`src/rtl/sctag_vuad_pkg.sv`:
```
// Shared widths and helpers for the VUAD diagnostic/BIST datapath.
// The swizzle works on a wide fixed-size word so that it can serve any DW up to DW_MAX.
package sctag_vuad_pkg;

    localparam int DW_DEF = 26;
    localparam int PW_DEF = 4;
    localparam int BW_DEF = 8;
    localparam int DW_MAX = 64;

    function automatic int gw_of(input int dw, input int pw);
        return (dw + pw - 1) / pw;
    endfunction

    // S(d) = {d[dw-1], d[dw-3:h], d[dw-2], d[h-1:0]} with h = (dw-2)/2
    function automatic logic [DW_MAX-1:0] swizzle(input logic [DW_MAX-1:0] d, input int dw);
        int h;
        logic [DW_MAX-1:0] one;
        logic [DW_MAX-1:0] lo_m;
        logic [DW_MAX-1:0] mid_m;
        logic [DW_MAX-1:0] o;
        h     = (dw - 2) / 2;
        one   = DW_MAX'(1);
        lo_m  = (one << h) - one;
        mid_m = (one << (dw - 2 - h)) - one;
        o     = d & lo_m;
        o     = o | (((d >> (dw - 2)) & one) << h);
        o     = o | (((d >> h) & mid_m) << (h + 1));
        o     = o | (((d >> (dw - 1)) & one) << (dw - 1));
        return o;
    endfunction

endpackage

```
`src/rtl/sctag_vuad_diag_if.sv`:
```
// Bus bundle for the VUAD diagnostic pipe: array read/write data, BIST controls and results.
interface sctag_vuad_diag_if
    import sctag_vuad_pkg::*;
#(
    parameter int DW    = DW_DEF,
    parameter int PW    = PW_DEF,
    parameter int BW    = BW_DEF,
    parameter int CNT_W = 8
) ();

    logic             acc_ua_c2;
    logic [DW-1:0]    rd_ua_data_c2;
    logic [DW-1:0]    rd_vd_data_c2;
    logic             rd_vld_c2;
    logic [PW-1:0]    rd_parity_c2;
    logic [DW-1:0]    wr_data_c2;
    logic [BW-1:0]    bist_data_in;
    logic             bist_ld;
    logic             bist_rot;
    logic             sel_diag_ua_c3;
    logic             sel_diag_vd_c3;
    logic             err_clr;
    logic [DW-1:0]    diag_data_out;
    logic             diag_vld_out;
    logic [PW-1:0]    parity_tap;
    logic [PW-1:0]    syndrome_out;
    logic             par_err_out;
    logic [CNT_W-1:0] err_cnt;
    logic [DW-1:0]    ua_wr_data;
    logic [DW-1:0]    vd_wr_data;

    modport master (
        output acc_ua_c2, rd_ua_data_c2, rd_vd_data_c2, rd_vld_c2, rd_parity_c2,
               wr_data_c2, bist_data_in, bist_ld, bist_rot,
               sel_diag_ua_c3, sel_diag_vd_c3, err_clr,
        input  diag_data_out, diag_vld_out, parity_tap, syndrome_out,
               par_err_out, err_cnt, ua_wr_data, vd_wr_data
    );

    modport slave (
        input  acc_ua_c2, rd_ua_data_c2, rd_vd_data_c2, rd_vld_c2, rd_parity_c2,
               wr_data_c2, bist_data_in, bist_ld, bist_rot,
               sel_diag_ua_c3, sel_diag_vd_c3, err_clr,
        output diag_data_out, diag_vld_out, parity_tap, syndrome_out,
               par_err_out, err_cnt, ua_wr_data, vd_wr_data
    );

endinterface

```
`src/rtl/sctag_vuad_par_chk.sv`:
```
// Combinational even-parity syndrome: one bit per group, last group truncated to fit DW.
module sctag_vuad_par_chk
    import sctag_vuad_pkg::*;
#(
    parameter int DW = DW_DEF,
    parameter int PW = PW_DEF
) (
    input  logic [DW-1:0] data,
    input  logic [PW-1:0] parity,
    output logic [PW-1:0] syn
);

    localparam int GW = gw_of(DW, PW);

    for (genvar g = 0; g < PW; g++) begin : g_grp
        localparam int LO = g * GW;
        localparam int HI = (LO + GW > DW) ? DW - 1 : LO + GW - 1;
        // Rounding up GW can leave trailing groups with no data bits
        if (LO < DW) begin : g_data
            assign syn[g] = (^data[HI:LO]) ^ parity[g];
        end else begin : g_empty
            assign syn[g] = parity[g];
        end
    end

endmodule

```
`src/rtl/sctag_vuad_diag_pipe.sv`:
```
// VUAD diagnostic read pipe with parity check and error count, plus the registered
// diagnostic/BIST write data for the UA and VD arrays.
module sctag_vuad_diag_pipe
    import sctag_vuad_pkg::*;
#(
    parameter int DW       = DW_DEF,
    parameter int PW       = PW_DEF,
    parameter int BW       = BW_DEF,
    parameter int DIAG_LAT = 6,
    parameter int PAR_TAP  = 2,
    parameter int CNT_W    = 8
) (
    input logic               rclk,
    input logic               reset,
    sctag_vuad_diag_if.slave  bus
);

    logic [DIAG_LAT-1:0][DW-1:0] pipe_data_q, pipe_data_d;
    logic [DIAG_LAT-1:0][PW-1:0] pipe_par_q, pipe_par_d;
    logic [DIAG_LAT-1:0]         pipe_vld_q, pipe_vld_d;
    logic [PW-1:0]               syn_raw;
    logic [PW-1:0]               syn_q, syn_d;
    logic                        par_err_q, par_err_d;
    logic [CNT_W-1:0]            err_cnt_q, err_cnt_d;
    logic [BW-1:0]               pat_q, pat_d;
    logic [DW-1:0]               rep;
    logic [DW-1:0]               wr_data_c3_q, wr_data_c3_d;
    logic [DW-1:0]               ua_wr_q, ua_wr_d;
    logic [DW-1:0]               vd_wr_q, vd_wr_d;
    logic [DW-1:0]               rd_sel;

    sctag_vuad_par_chk #(
        .DW (DW),
        .PW (PW)
    ) u_par_chk (
        .data   (pipe_data_q[DIAG_LAT-1]),
        .parity (pipe_par_q[DIAG_LAT-1]),
        .syn    (syn_raw)
    );

    for (genvar i = 0; i < DW; i++) begin : g_rep
        assign rep[i] = pat_q[i % BW];
    end

    always_comb begin
        rd_sel       = bus.acc_ua_c2 ? bus.rd_ua_data_c2 : bus.rd_vd_data_c2;
        pipe_data_d  = {pipe_data_q[DIAG_LAT-2:0], rd_sel};
        pipe_par_d   = {pipe_par_q[DIAG_LAT-2:0], bus.rd_parity_c2};
        pipe_vld_d   = {pipe_vld_q[DIAG_LAT-2:0], bus.rd_vld_c2};

        syn_d        = pipe_vld_q[DIAG_LAT-1] ? syn_raw : '0;
        par_err_d    = pipe_vld_q[DIAG_LAT-1] & (|syn_raw);

        // A clear coinciding with a new error restarts the count at one, not zero
        err_cnt_d    = err_cnt_q;
        if (bus.err_clr) begin
            err_cnt_d = par_err_d ? CNT_W'(1) : '0;
        end else if (par_err_d && (err_cnt_q != '1)) begin
            err_cnt_d = err_cnt_q + CNT_W'(1);
        end

        pat_d        = pat_q;
        if (bus.bist_ld) begin
            pat_d = bus.bist_data_in;
        end else if (bus.bist_rot) begin
            pat_d = {pat_q[BW-2:0], pat_q[BW-1]};
        end

        // Write data uses the pattern as it stands before this edge's load/rotate
        wr_data_c3_d = bus.wr_data_c2;
        ua_wr_d      = DW'(swizzle(DW_MAX'(bus.sel_diag_ua_c3 ? wr_data_c3_q : rep), DW));
        vd_wr_d      = DW'(swizzle(DW_MAX'(bus.sel_diag_vd_c3 ? wr_data_c3_q : rep), DW));
    end

    always_ff @(posedge rclk or posedge reset) begin
        if (reset) begin
            pipe_data_q  <= '0;
            pipe_par_q   <= '0;
            pipe_vld_q   <= '0;
            syn_q        <= '0;
            par_err_q    <= 1'b0;
            err_cnt_q    <= '0;
            pat_q        <= '0;
            wr_data_c3_q <= '0;
            ua_wr_q      <= '0;
            vd_wr_q      <= '0;
        end else begin
            pipe_data_q  <= pipe_data_d;
            pipe_par_q   <= pipe_par_d;
            pipe_vld_q   <= pipe_vld_d;
            syn_q        <= syn_d;
            par_err_q    <= par_err_d;
            err_cnt_q    <= err_cnt_d;
            pat_q        <= pat_d;
            wr_data_c3_q <= wr_data_c3_d;
            ua_wr_q      <= ua_wr_d;
            vd_wr_q      <= vd_wr_d;
        end
    end

    assign bus.diag_data_out = pipe_data_q[DIAG_LAT-1];
    assign bus.diag_vld_out  = pipe_vld_q[DIAG_LAT-1];
    assign bus.parity_tap    = pipe_par_q[PAR_TAP-1];
    assign bus.syndrome_out  = syn_q;
    assign bus.par_err_out   = par_err_q;
    assign bus.err_cnt       = err_cnt_q;
    assign bus.ua_wr_data    = ua_wr_q;
    assign bus.vd_wr_data    = vd_wr_q;

endmodule

```
`src/flat_wrapper.sv`:
```
// flat-port wrapper written by rule: the top's interface ports become plain ports
module sctag_vuad_diag_pipe_flat import sctag_vuad_pkg::*;
#(
    parameter int DW       = DW_DEF,
    parameter int PW       = PW_DEF,
    parameter int BW       = BW_DEF,
    parameter int DIAG_LAT = 6,
    parameter int PAR_TAP  = 2,
    parameter int CNT_W    = 8
)
  (rclk, reset, bus_acc_ua_c2, bus_rd_ua_data_c2, bus_rd_vd_data_c2, bus_rd_vld_c2, bus_rd_parity_c2, bus_wr_data_c2, bus_bist_data_in, bus_bist_ld, bus_bist_rot, bus_sel_diag_ua_c3, bus_sel_diag_vd_c3, bus_err_clr, bus_diag_data_out, bus_diag_vld_out, bus_parity_tap, bus_syndrome_out, bus_par_err_out, bus_err_cnt, bus_ua_wr_data, bus_vd_wr_data);
  sctag_vuad_diag_if #(.DW(DW), .PW(PW), .BW(BW), .CNT_W(CNT_W)) bus_i ();
  input logic rclk;
  input logic reset;
  input wire logic [$bits(bus_i.acc_ua_c2)-1:0] bus_acc_ua_c2;
  input wire logic [$bits(bus_i.rd_ua_data_c2)-1:0] bus_rd_ua_data_c2;
  input wire logic [$bits(bus_i.rd_vd_data_c2)-1:0] bus_rd_vd_data_c2;
  input wire logic [$bits(bus_i.rd_vld_c2)-1:0] bus_rd_vld_c2;
  input wire logic [$bits(bus_i.rd_parity_c2)-1:0] bus_rd_parity_c2;
  input wire logic [$bits(bus_i.wr_data_c2)-1:0] bus_wr_data_c2;
  input wire logic [$bits(bus_i.bist_data_in)-1:0] bus_bist_data_in;
  input wire logic [$bits(bus_i.bist_ld)-1:0] bus_bist_ld;
  input wire logic [$bits(bus_i.bist_rot)-1:0] bus_bist_rot;
  input wire logic [$bits(bus_i.sel_diag_ua_c3)-1:0] bus_sel_diag_ua_c3;
  input wire logic [$bits(bus_i.sel_diag_vd_c3)-1:0] bus_sel_diag_vd_c3;
  input wire logic [$bits(bus_i.err_clr)-1:0] bus_err_clr;
  output wire logic [$bits(bus_i.diag_data_out)-1:0] bus_diag_data_out;
  output wire logic [$bits(bus_i.diag_vld_out)-1:0] bus_diag_vld_out;
  output wire logic [$bits(bus_i.parity_tap)-1:0] bus_parity_tap;
  output wire logic [$bits(bus_i.syndrome_out)-1:0] bus_syndrome_out;
  output wire logic [$bits(bus_i.par_err_out)-1:0] bus_par_err_out;
  output wire logic [$bits(bus_i.err_cnt)-1:0] bus_err_cnt;
  output wire logic [$bits(bus_i.ua_wr_data)-1:0] bus_ua_wr_data;
  output wire logic [$bits(bus_i.vd_wr_data)-1:0] bus_vd_wr_data;
  assign bus_i.acc_ua_c2 = bus_acc_ua_c2;
  assign bus_i.rd_ua_data_c2 = bus_rd_ua_data_c2;
  assign bus_i.rd_vd_data_c2 = bus_rd_vd_data_c2;
  assign bus_i.rd_vld_c2 = bus_rd_vld_c2;
  assign bus_i.rd_parity_c2 = bus_rd_parity_c2;
  assign bus_i.wr_data_c2 = bus_wr_data_c2;
  assign bus_i.bist_data_in = bus_bist_data_in;
  assign bus_i.bist_ld = bus_bist_ld;
  assign bus_i.bist_rot = bus_bist_rot;
  assign bus_i.sel_diag_ua_c3 = bus_sel_diag_ua_c3;
  assign bus_i.sel_diag_vd_c3 = bus_sel_diag_vd_c3;
  assign bus_i.err_clr = bus_err_clr;
  assign bus_diag_data_out = bus_i.diag_data_out;
  assign bus_diag_vld_out = bus_i.diag_vld_out;
  assign bus_parity_tap = bus_i.parity_tap;
  assign bus_syndrome_out = bus_i.syndrome_out;
  assign bus_par_err_out = bus_i.par_err_out;
  assign bus_err_cnt = bus_i.err_cnt;
  assign bus_ua_wr_data = bus_i.ua_wr_data;
  assign bus_vd_wr_data = bus_i.vd_wr_data;
  sctag_vuad_diag_pipe #(.DW(DW), .PW(PW), .BW(BW), .DIAG_LAT(DIAG_LAT), .PAR_TAP(PAR_TAP), .CNT_W(CNT_W)) u_core (.rclk(rclk), .reset(reset), .bus(bus_i));
endmodule
```
`config.mk`:
```
export PLATFORM = sky130hd
export DESIGN_NAME = sctag_vuad_diag_pipe_flat
export DESIGN_NICKNAME = d
export VERILOG_FILES = /design/src/rtl/sctag_vuad_pkg.sv /design/src/rtl/sctag_vuad_diag_if.sv /design/src/rtl/sctag_vuad_par_chk.sv /design/src/rtl/sctag_vuad_diag_pipe.sv /design/src/flat_wrapper.sv
export SDC_FILE = /design/constraint.sdc
export NUM_CORES = 1
export LEC_CHECK = 0
export BUFFER_PORTS_ARGS = -buffer_cell sky130_fd_sc_hd__clkbuf_2
export CAP_MARGIN = 10
export CORE_MARGIN = 5
export CORE_UTILIZATION = 57
export DETAILED_ROUTE_END_ITERATION = 7
export PLACE_DENSITY = 0.83
export SLEW_MARGIN = 25
export SYNTH_ARGS = -nofsm -noshare
export SYNTH_HDL_FRONTEND = slang
export SYNTH_SLANG_ARGS = --single-unit
export TNS_END_PERCENT = 100
```
`constraint.sdc`:
```
create_clock -name rclk -period 27.9 [get_ports rclk]
set_clock_uncertainty 0.1 [all_clocks]
set_input_delay 5.58 -clock rclk [delete_from_list [all_inputs] [get_ports rclk]]
set_output_delay 5.58 -clock rclk [all_outputs]
set_load 0.05 [all_outputs]
```
After elaboration in Yosys (flattened, before gate mapping)

Index checks and enable logic that the tools add are counted.

Output and inout port bits: 96
Register bits: 285
Logic and storage cells: 50
Input bits: 99

Eq/ne operators: 1
Reduce and logical (&&, ||, !) cells: 8
Add/sub/neg operators: 1
Mux-type cells: 9
Bitwise logic cells: 11

Operator list:

| kind                                                          | count |
|---|---|
| 26-bit 2-to-1 mux                                             | 3 |
| 26-bit by 25-bit OR with 26-bit output                        | 2 |
| 26-bit OR                                                     | 2 |
| 8-bit 2-to-1 mux                                              | 4 |
| 12-bit by 13-bit OR with 13-bit output                        | 2 |
| 7-bit XOR reduction                                           | 3 |
| 8-bit by 1-bit adder with 8-bit output, second input constant | 1 |
| 8-bit inequality test, second input constant                  | 1 |
| 5-bit XOR reduction                                           | 1 |
| 4-bit 2-to-1 mux                                              | 1 |
| 2-bit nonzero test                                            | 2 |
| 4-bit OR reduction                                            | 1 |
| 1-bit XOR                                                     | 4 |
| 1-bit bitwise AND                                             | 1 |
| 1-bit logical AND                                             | 1 |
| 1-bit 2-to-1 mux                                              | 1 |

Depth between registers and ports, before layout

Gate-level depths: netlist of the first run.

Depth after elaboration: 7
Depth in mapped cells: 7
Depth with buffers taken out: 6

Hierarchy

From an unflattened synthesis of the first run, not the netlist that was laid out.

Cells, all modules: 539
Area, all modules: 8668.3 sq um

By module, submodules not included:

| module               | cells an instance | times used | area each (sq um) | seq. area each (sq um) |
|---|---|---|---|---|
| sctag_vuad_diag_pipe | 513               | 1          | 8440.6            | 7131.8 |
| sctag_vuad_par_chk   | 26                | 1          | 227.7             | 0.0 |

Worst setup path after synthesis of the first run

Ideal clock, no wire load.

Path type: input port to flip-flop
Start: input bus_acc_ua_c2
End: register u_core.pipe_data_q (netlist bit u_core.pipe_data_d[26])
Arrival: 6561 ps
Required time: 27675 ps
Path slack: 21114 ps
Library setup time: 125 ps
Stages on the path: 3
Cells stage by stage: clkbuf_1 -> buf_1 -> mux2_2

RTL lines:

| element              | line                       | text |
|---|---|---|
| from (decl)          | flat_wrapper.sv:15         | `input wire logic [$bits(bus_i.acc_ua_c2)-1:0] bus_acc_ua_c2;` |
| to (signal assigned) | sctag_vuad_diag_pipe.sv:88 | `pipe_data_q <= pipe_data_d;` |
| to (decl)            | sctag_vuad_diag_pipe.sv:18 | `logic [DIAG_LAT-1:0][DW-1:0] pipe_data_q, pipe_data_d;` |

Worst setup path in the final report of the first run

Start: register u_core.pipe_vld_q[5]
End: output bus_diag_vld_out

RTL lines:

| element                | line                       | text |
|---|---|---|
| from (decl)            | sctag_vuad_diag_pipe.sv:20 | `logic [DIAG_LAT-1:0] pipe_vld_q, pipe_vld_d;` |
| from (signal assigned) | sctag_vuad_diag_pipe.sv:90 | `pipe_vld_q <= pipe_vld_d;` |
| to (decl)              | flat_wrapper.sv:28         | `output wire logic [$bits(bus_i.diag_vld_out)-1:0] bus_diag_vld_out;` |

No word-level cell between the ends.

==> reports/results.tsv, run 1 <==
stage	metric	value	unit
clock_network	cts_tree	built	
route	drt-vias-per-instance	4.93	
clock_network	max-clock-path-buffers	3	
synth	post-synth-top-area-cell	dfrtp_1	
die	dieWidth	133	microns
clock_network	cts.sinks	285	
hold_path	hold_path.class	register to register	
synth	yosys_most_used_dff	dfrtp_1	
layout	final_cell_mix	285 x dfrtp_1, 194 x clkbuf_2, 119 x nand2_1, 27 x clkbuf_16, 26 x mux2_2	
job	cap_violations	0	
critical_path	cp_num_buf_inv	1	
clock_network	cts_buffers	27	
power	pwr-share-seq	49.3	%
critical_path	critPathLaunchType	register	
route	route.detailed.drc	0	
clock_network	clkTransAtPathRegs	0.07	ns
timing	setup_viol	0	
layout	instances_no_fill	958	
critical_path	arrival	1.32	ns
layout	drive_gt1_share	34.7	%
power	power_frac_comb	12.1	%
placement	gp_congestion	0.860	
synth	synth_cells	542	
critical_path	crit_slowest_cell	dfrtp_1	
timing	slew_headroom	47.6	%
outcome	status	complete, no violations	
placement	dp_hpwl	10.9	mm
route	drt-total-wl	16.7	mm
timing	hold_violations	0	
synth	synth_area	8670	sq um
synth	synth_cell_types	27	
clock_network	post_cts_buffers	0	
power	p_per_area	87.3	nW/um^2
synth	yosysSeqAreaShare	82.3	%
global_route	grt_overflow	0	
die	initial_core_util	57.7	%
critical_path	crit_required	22.22	ns
critical_path	max_stage_delay	0.48	ns
timing	rsz0062_at_grt	false	
timing	tightest_slew	0.786	ns
die	ioPinCount	195	
clock_network	cts-root-buf	clkbuf_16	
clock_network	holdBufCountCts	0	
critical_path	cp-end-kind	output pin	
die	rows	45	
synth	synth_nets	642	
timing	max_freq	0.143	GHz
timing	final-max-slew-violation-count	0	
layout	layout.nets	851	
synth	ys_seq_elements	285	
global_route	antenna_found_initial	0	
layout	layout_commonest_cell	dfrtp_1	
synth	async_flop_share	100	%
global_route	first_global_vias	5276	
power	p_clk_share	38.6	%
die	die_h	133	microns
synth	netlist_top_cells_area	dfrtp_1 82%, nand2_1 5.2%, mux2_2 3.4%, xnor2_1 2.2%, nand2b_1 1.2%	
route	wl_per_cell	17.4	microns
die	core_area	15000	sq um
power	internal_power	0.693	mW
global_route	grt_pass1_wl	27.4	mm
critical_path	critPathKind	register to output pin	
synth	synth-warning-count	0	
power	p_leak	5.38	nW
power	switching_share	25.9	%
critical_path	crit_chain	clkbuf_2	
layout	fin_util	71.3	%
global_route	grt_max_degree	104	
clock_network	h-tree-depth	1	
critical_path	cp_top_family	flip-flops	
route	drtPass1Iterations	4	
synth	synth_top_area_share	82.3	%
route	num_vias	4722	
clock_network	cts_resized	0	
power	switching_power	0.242	mW
synth	synth_edf_count	0	
layout	areaGrowthSynthToFinish	23.7	%
clock_network	clkLatencyLatePin	0.51	ns
layout	n_antenna_cell	0	
route	antenna_left	0	
power	power	0.935	mW
timing	tns	0	ns
timing	period_needed	7.00	ns
synth	avgSynthCellArea	16.0	sq um
critical_path	path_max_fanout	7	
placement	dp_cells	910	
timing	fin_crit_sh	25.1	%
power	peakVddDrop	0.0526	mV
global_route	grt_use_total	19.4	%
die	die_area	17800	sq um
route	drt-initial-drc-count	246	
placement	io_buffers	194	
[synth_stat cells (2+ instances only)]
cell / n
inv_1: 4
buf_4: 5
nor2_1: 2
nand4_1: 2
and2_1: 5
or4_1: 6
mux2_2: 26
nand2_1: 119
o21ai_0: 9
xnor2_1: 22
a21oi_1: 4
xor2_1: 4
mux2i_1: 9
nand2b_1: 16
o31ai_1: 4
dfrtp_1: 285
buf_1: 4
clkbuf_1: 7
[cell type report]
cell class | count | area (sq um)
Sequential cell | 285 | 7130
Tap cell | 188 | 235
Timing Repair Buffer | 196 | 993
Multi-Input combinational cell | 237 | 1440
Clock buffer | 37 | 763
Fill cell | 938 | 4310
Clock inverter | 11 | 130
Inverter | 4 | 22.5
[metal layers]
layer | up-vias | routed length, microns | track usage [%]
li1 | 2151 | - | -
met1 | 2363 | 6120 | 23.4
met2 | 183 | 8890 | 34.3
met3 | 25 | 1440 | 6.31
met4 | 0 | 248 | 4.74
met5 | - | 0 | 0
[final timing paths]
| path | startpoint | end | slack (ns) | cells past startpoint |
|---|---|---|---|---|
| setup / recovery | u_core.pipe_vld_q[5] | bus_diag_vld_out | 20.90 | 1 |
| hold / removal | u_core.pipe_data_d[134] | u_core.bus.diag_data_out[4] | 0.24 | 0 |
| setup reg to reg | u_core.bus.diag_data_out[20] | u_core.bus.err_cnt[7] | 25.56 | 6 |
| hold reg to reg | u_core.pipe_data_d[134] | u_core.bus.diag_data_out[4] | 0.24 | 0 |
| min in group asynchronous | reset | u_core.bus.parity_tap[1] | 5.07 | 2 |
| max in group asynchronous | reset | u_core.bus.ua_wr_data[8] | 21.37 | 3 |
[worst reg2reg max path: stages (launching register included)]
cell and delay [ns]:
dfrtp_1 0.41, xor2_1 0.19, xnor2_1 0.24, xnor2_1 0.18, o41ai_4 0.76, nor3_1 0.14, o211a_1 0.23
[sequential cells by signal, indices dropped and copies added (netlist names)]
register,count
u_core.bus.syndrome_out,4
u_core.pat_q,8
u_core.pipe_vld_q,6
u_core.bus.diag_data_out,26
u_core.bus.err_cnt,8
u_core.bus.parity_tap,4
u_core.wr_data_c3_q,26
u_core.bus.par_err_out,1
u_core.pipe_par_d,16
u_core.pipe_data_d,130
u_core.bus.ua_wr_data,26
u_core.bus.vd_wr_data,26
u_core.pipe_par_q,4
[cell families after synthesis]
family / after synthesis / share of synthesized area, %
compound gates: 22 / 1.83
xor+xnor: 26 / 2.63
fa+ha+maj: 1 / 0.144
buf+inv: 20 / 1.08
simple gates: 153 / 7.62
flops: 285 / 82.3
mux: 35 / 4.42
[through the flow]
stage	area, sq um	setup slack, ns	hold WS (ns)
after floorplan	8670	14.36	0.231
after global placement	9820	20.52	0.232
after detailed placement	9820	20.43	0.235
after CTS	10700	20.88	0.243
after global routing	10700	20.85	0.247
final	10700	20.90	0.241
[power by group through the flow]
| stage | logic, mW | clock network (mW) | registers [mW] |
|---|---|---|---|
| after global placement | 0.111 | 0 | 0.466 |
| after CTS | 0.114 | 0.368 | 0.462 |
| after floorplan | 0.0363 | 0 | 0.511 |
| after global routing | 0.121 | 0.387 | 0.465 |
| after detailed placement | 0.114 | 0 | 0.468 |
| final | 0.113 | 0.361 | 0.461 |
Power figures use the tool's default switching activity.
==> run 2, diff against run 1 <==
CORE_UTILIZATION = 53   (was 57)
PLACE_DENSITY = 0.78   (was 0.83)
clock period = 6.9 ns   (was 27.9 ns; I/O delays follow)
==> reports/results.tsv, run 2 (same netlist as run 1, synthesis figures left out) <==
stage	metric	value	unit	change
layout	fin_util	67.6	%	-3.7 points
timing	tightest_slew	0.873	ns	+0.0868 ns
die	initial_core_util	54.4	%	-3.3 points
clock_network	cts_resized	0		unchanged
route	num_vias	4695		-0.57%
timing	setup_viol	0		unchanged
critical_path	reg2reg_to	u_core.bus.err_cnt[6]		
critical_path	crit_chain	clkbuf_2		
global_route	grt_overflow	0		unchanged
critical_path	critPathKind	register to output pin		
critical_path	cp-end-kind	output pin		
layout	areaGrowthSynthToFinish	24.3	%	
clock_network	cts.sinks	285		unchanged
die	rows	46		+2.2%
global_route	grt_pass1_wl	25.3	mm	-7.6%
critical_path	r2r_cells	6		unchanged
route	drt-vias-per-instance	4.76		-3.5%
die	die_area	19000	sq um	+7.0%
global_route	grt_max_degree	172		+65%
power	switching_share	26.1	%	+0.16 points
clock_network	clkLatencyLatePin	0.50	ns	about the same
layout	fillers	1092		+16%
power	power_frac_comb	12.1	%	about the same
critical_path	crit_slowest_cell	dfrtp_1		
layout	multiInputGateArea	1440	sq um	unchanged
clock_network	h-tree-depth	1		unchanged
critical_path	cp.depth	1		unchanged
job	cap_violations	0		unchanged
layout	register_area	7130	sq um	unchanged
timing	max_freq	0.356	GHz	
critical_path	path_max_fanout	7		unchanged
power	internal_power	2.80	mW	+300%
outcome	status	complete, no violations		
critical_path	arrival	1.33	ns	about the same
clock_network	holdBufCountCts	0		unchanged
power	p_per_area	352	nW/um^2	+300%
die	core_area	15900	sq um	+6.1%
layout	final_cell_mix	285 x dfrtp_1, 194 x clkbuf_2, 119 x nand2_1, 27 x clkbuf_16, 26 x mux2_2		
clock_network	cts_tree	built		
critical_path	r2r_start	u_core.bus.diag_data_out[10]		
critical_path	critPathLaunch	u_core.pipe_vld_q[5]		
timing	whs	0.243	ns	+0.00193 ns
global_route	antenna_found_initial	0		unchanged
critical_path	cp_num_buf_inv	1		unchanged
route	route.detailed.drc	0		unchanged
timing	hold_violations	0		unchanged
critical_path	max_stage_delay	0.48	ns	about the same
global_route	use_met1	21.4	%	-2.1 points
die	die_h	138	microns	+3.4%
timing	tns	0	ns	unchanged
global_route	met3_usage	3.70	%	-2.6 points
hold_path	hold_path.class	register to register		
placement	gp_congestion	0.833		-3.1%
layout	largest_register_ffs	130		unchanged
placement	dp_cells	938		+3.1%
critical_path	critPathLaunchType	register		
global_route	first_global_vias	5026		-4.7%
power	p_clk_share	38.7	%	about the same
critical_path	crit_end	bus_diag_vld_out		
route	drtPass1Iterations	4		unchanged
clock_network	cts-root-buf	clkbuf_16		
clock_network	clkTransAtPathRegs	0.07	ns	about the same
placement	io_buffers	194		unchanged
clock_network	post_cts_buffers	0		unchanged
power	switching_power	0.987	mW	+310%
route	wl_per_cell	15.9	microns	-8.9%
critical_path	crit_required	5.42	ns	-16.80 ns
power	p_leak	5.38	nW	about the same
layout	layout_commonest_cell	dfrtp_1		
timing	final-max-slew-violation-count	0		unchanged
critical_path	cp_top_family	flip-flops		
global_route	grt_use_total	17.0	%	-2.4 points
global_route	top_usage_layer	met2		
clock_network	max-clock-path-buffers	3		unchanged
critical_path	rrSetupSlack	4.48	ns	-21.08 ns
clock_network	cts_buffers	27		unchanged
route	drt-initial-drc-count	291		+18%
route	drt-total-wl	15.7	mm	-6.1%
timing	fin_crit_sh	40.7	%	
layout	drive_gt1_share	34.9	%	+0.21 points
layout	layout.nets	851		unchanged
layout	n_antenna_cell	0		unchanged
power	pwr-share-seq	49.2	%	about the same
timing	rsz0062_at_grt	false		
die	dieWidth	138	microns	+3.4%
layout	instances_no_fill	987		+3.0%
timing	period_needed	2.81	ns	
power	peakVddDrop	0.275	mV	+420%
timing	slew_headroom	41.8	%	-5.8 points
global_route	grtUsageMet2	30.0	%	-4.3 points
placement	dp_hpwl	10.6	mm	-3.4%
die	ioPinCount	195		unchanged
route	antenna_left	0		unchanged
==> run 2: per-stage QoR <==
step           setup WS [ns]  instance area, sq um  total power [mW]
2_1_floorplan           1.64                  8670              2.21
3_3_place_gp            3.91                  9860              2.34
3_5_place_dp            3.81                  9860              2.36
4_1_cts                 4.05                 10800              3.83
5_1_grt                 4.01                 10800              3.95
6_report                4.09                 10800              3.79
==> run 2: how the worst min path moves through the flow <==
stage | from | to | cells past startpoint
final | u_core.pipe_data_d[41] | u_core.pipe_data_d[67] | 0
after global placement | u_core.pipe_par_d[4] | u_core.bus.parity_tap[0] | 0
after floorplan | u_core.pipe_data_d[130] | u_core.bus.diag_data_out[0] | 0
after global routing | u_core.pipe_data_d[138] | u_core.bus.diag_data_out[8] | 0
after detailed placement | u_core.pipe_data_d[147] | u_core.bus.diag_data_out[17] | 0
after CTS | u_core.pipe_data_d[41] | u_core.pipe_data_d[67] | 0
==> run 2: layer usage <==
| layer | share of wire, % | vias up |
|---|---|---|
| li1 | - | 2151 |
| met1 | 37 | 2323 |
| met2 | 53 | 189 |
| met3 | 7.6 | 32 |
| met4 | 2.8 | 0 |
| met5 | 0 | - |
==> run 2: layout make-up <==
cell class,count,share of cell area [%]
Inverter,4,0.174
Tap cell,216,2.51
Clock buffer,35,6.92
Sequential cell,285,66.2
Timing Repair Buffer,196,9.27
Multi-Input combinational cell,237,13.4
Clock inverter,14,1.52
==> run 2: power by group through the flow <==
stage | Sequential [mW] | Clock (mW) | Combinational [mW]
2_1_floorplan | 2.07 | 0 | 0.147
3_3_place_gp | 1.88 | 0 | 0.453
3_5_place_dp | 1.89 | 0 | 0.462
4_1_cts | 1.87 | 1.50 | 0.465
5_1_grt | 1.88 | 1.58 | 0.491
6_report | 1.86 | 1.47 | 0.458
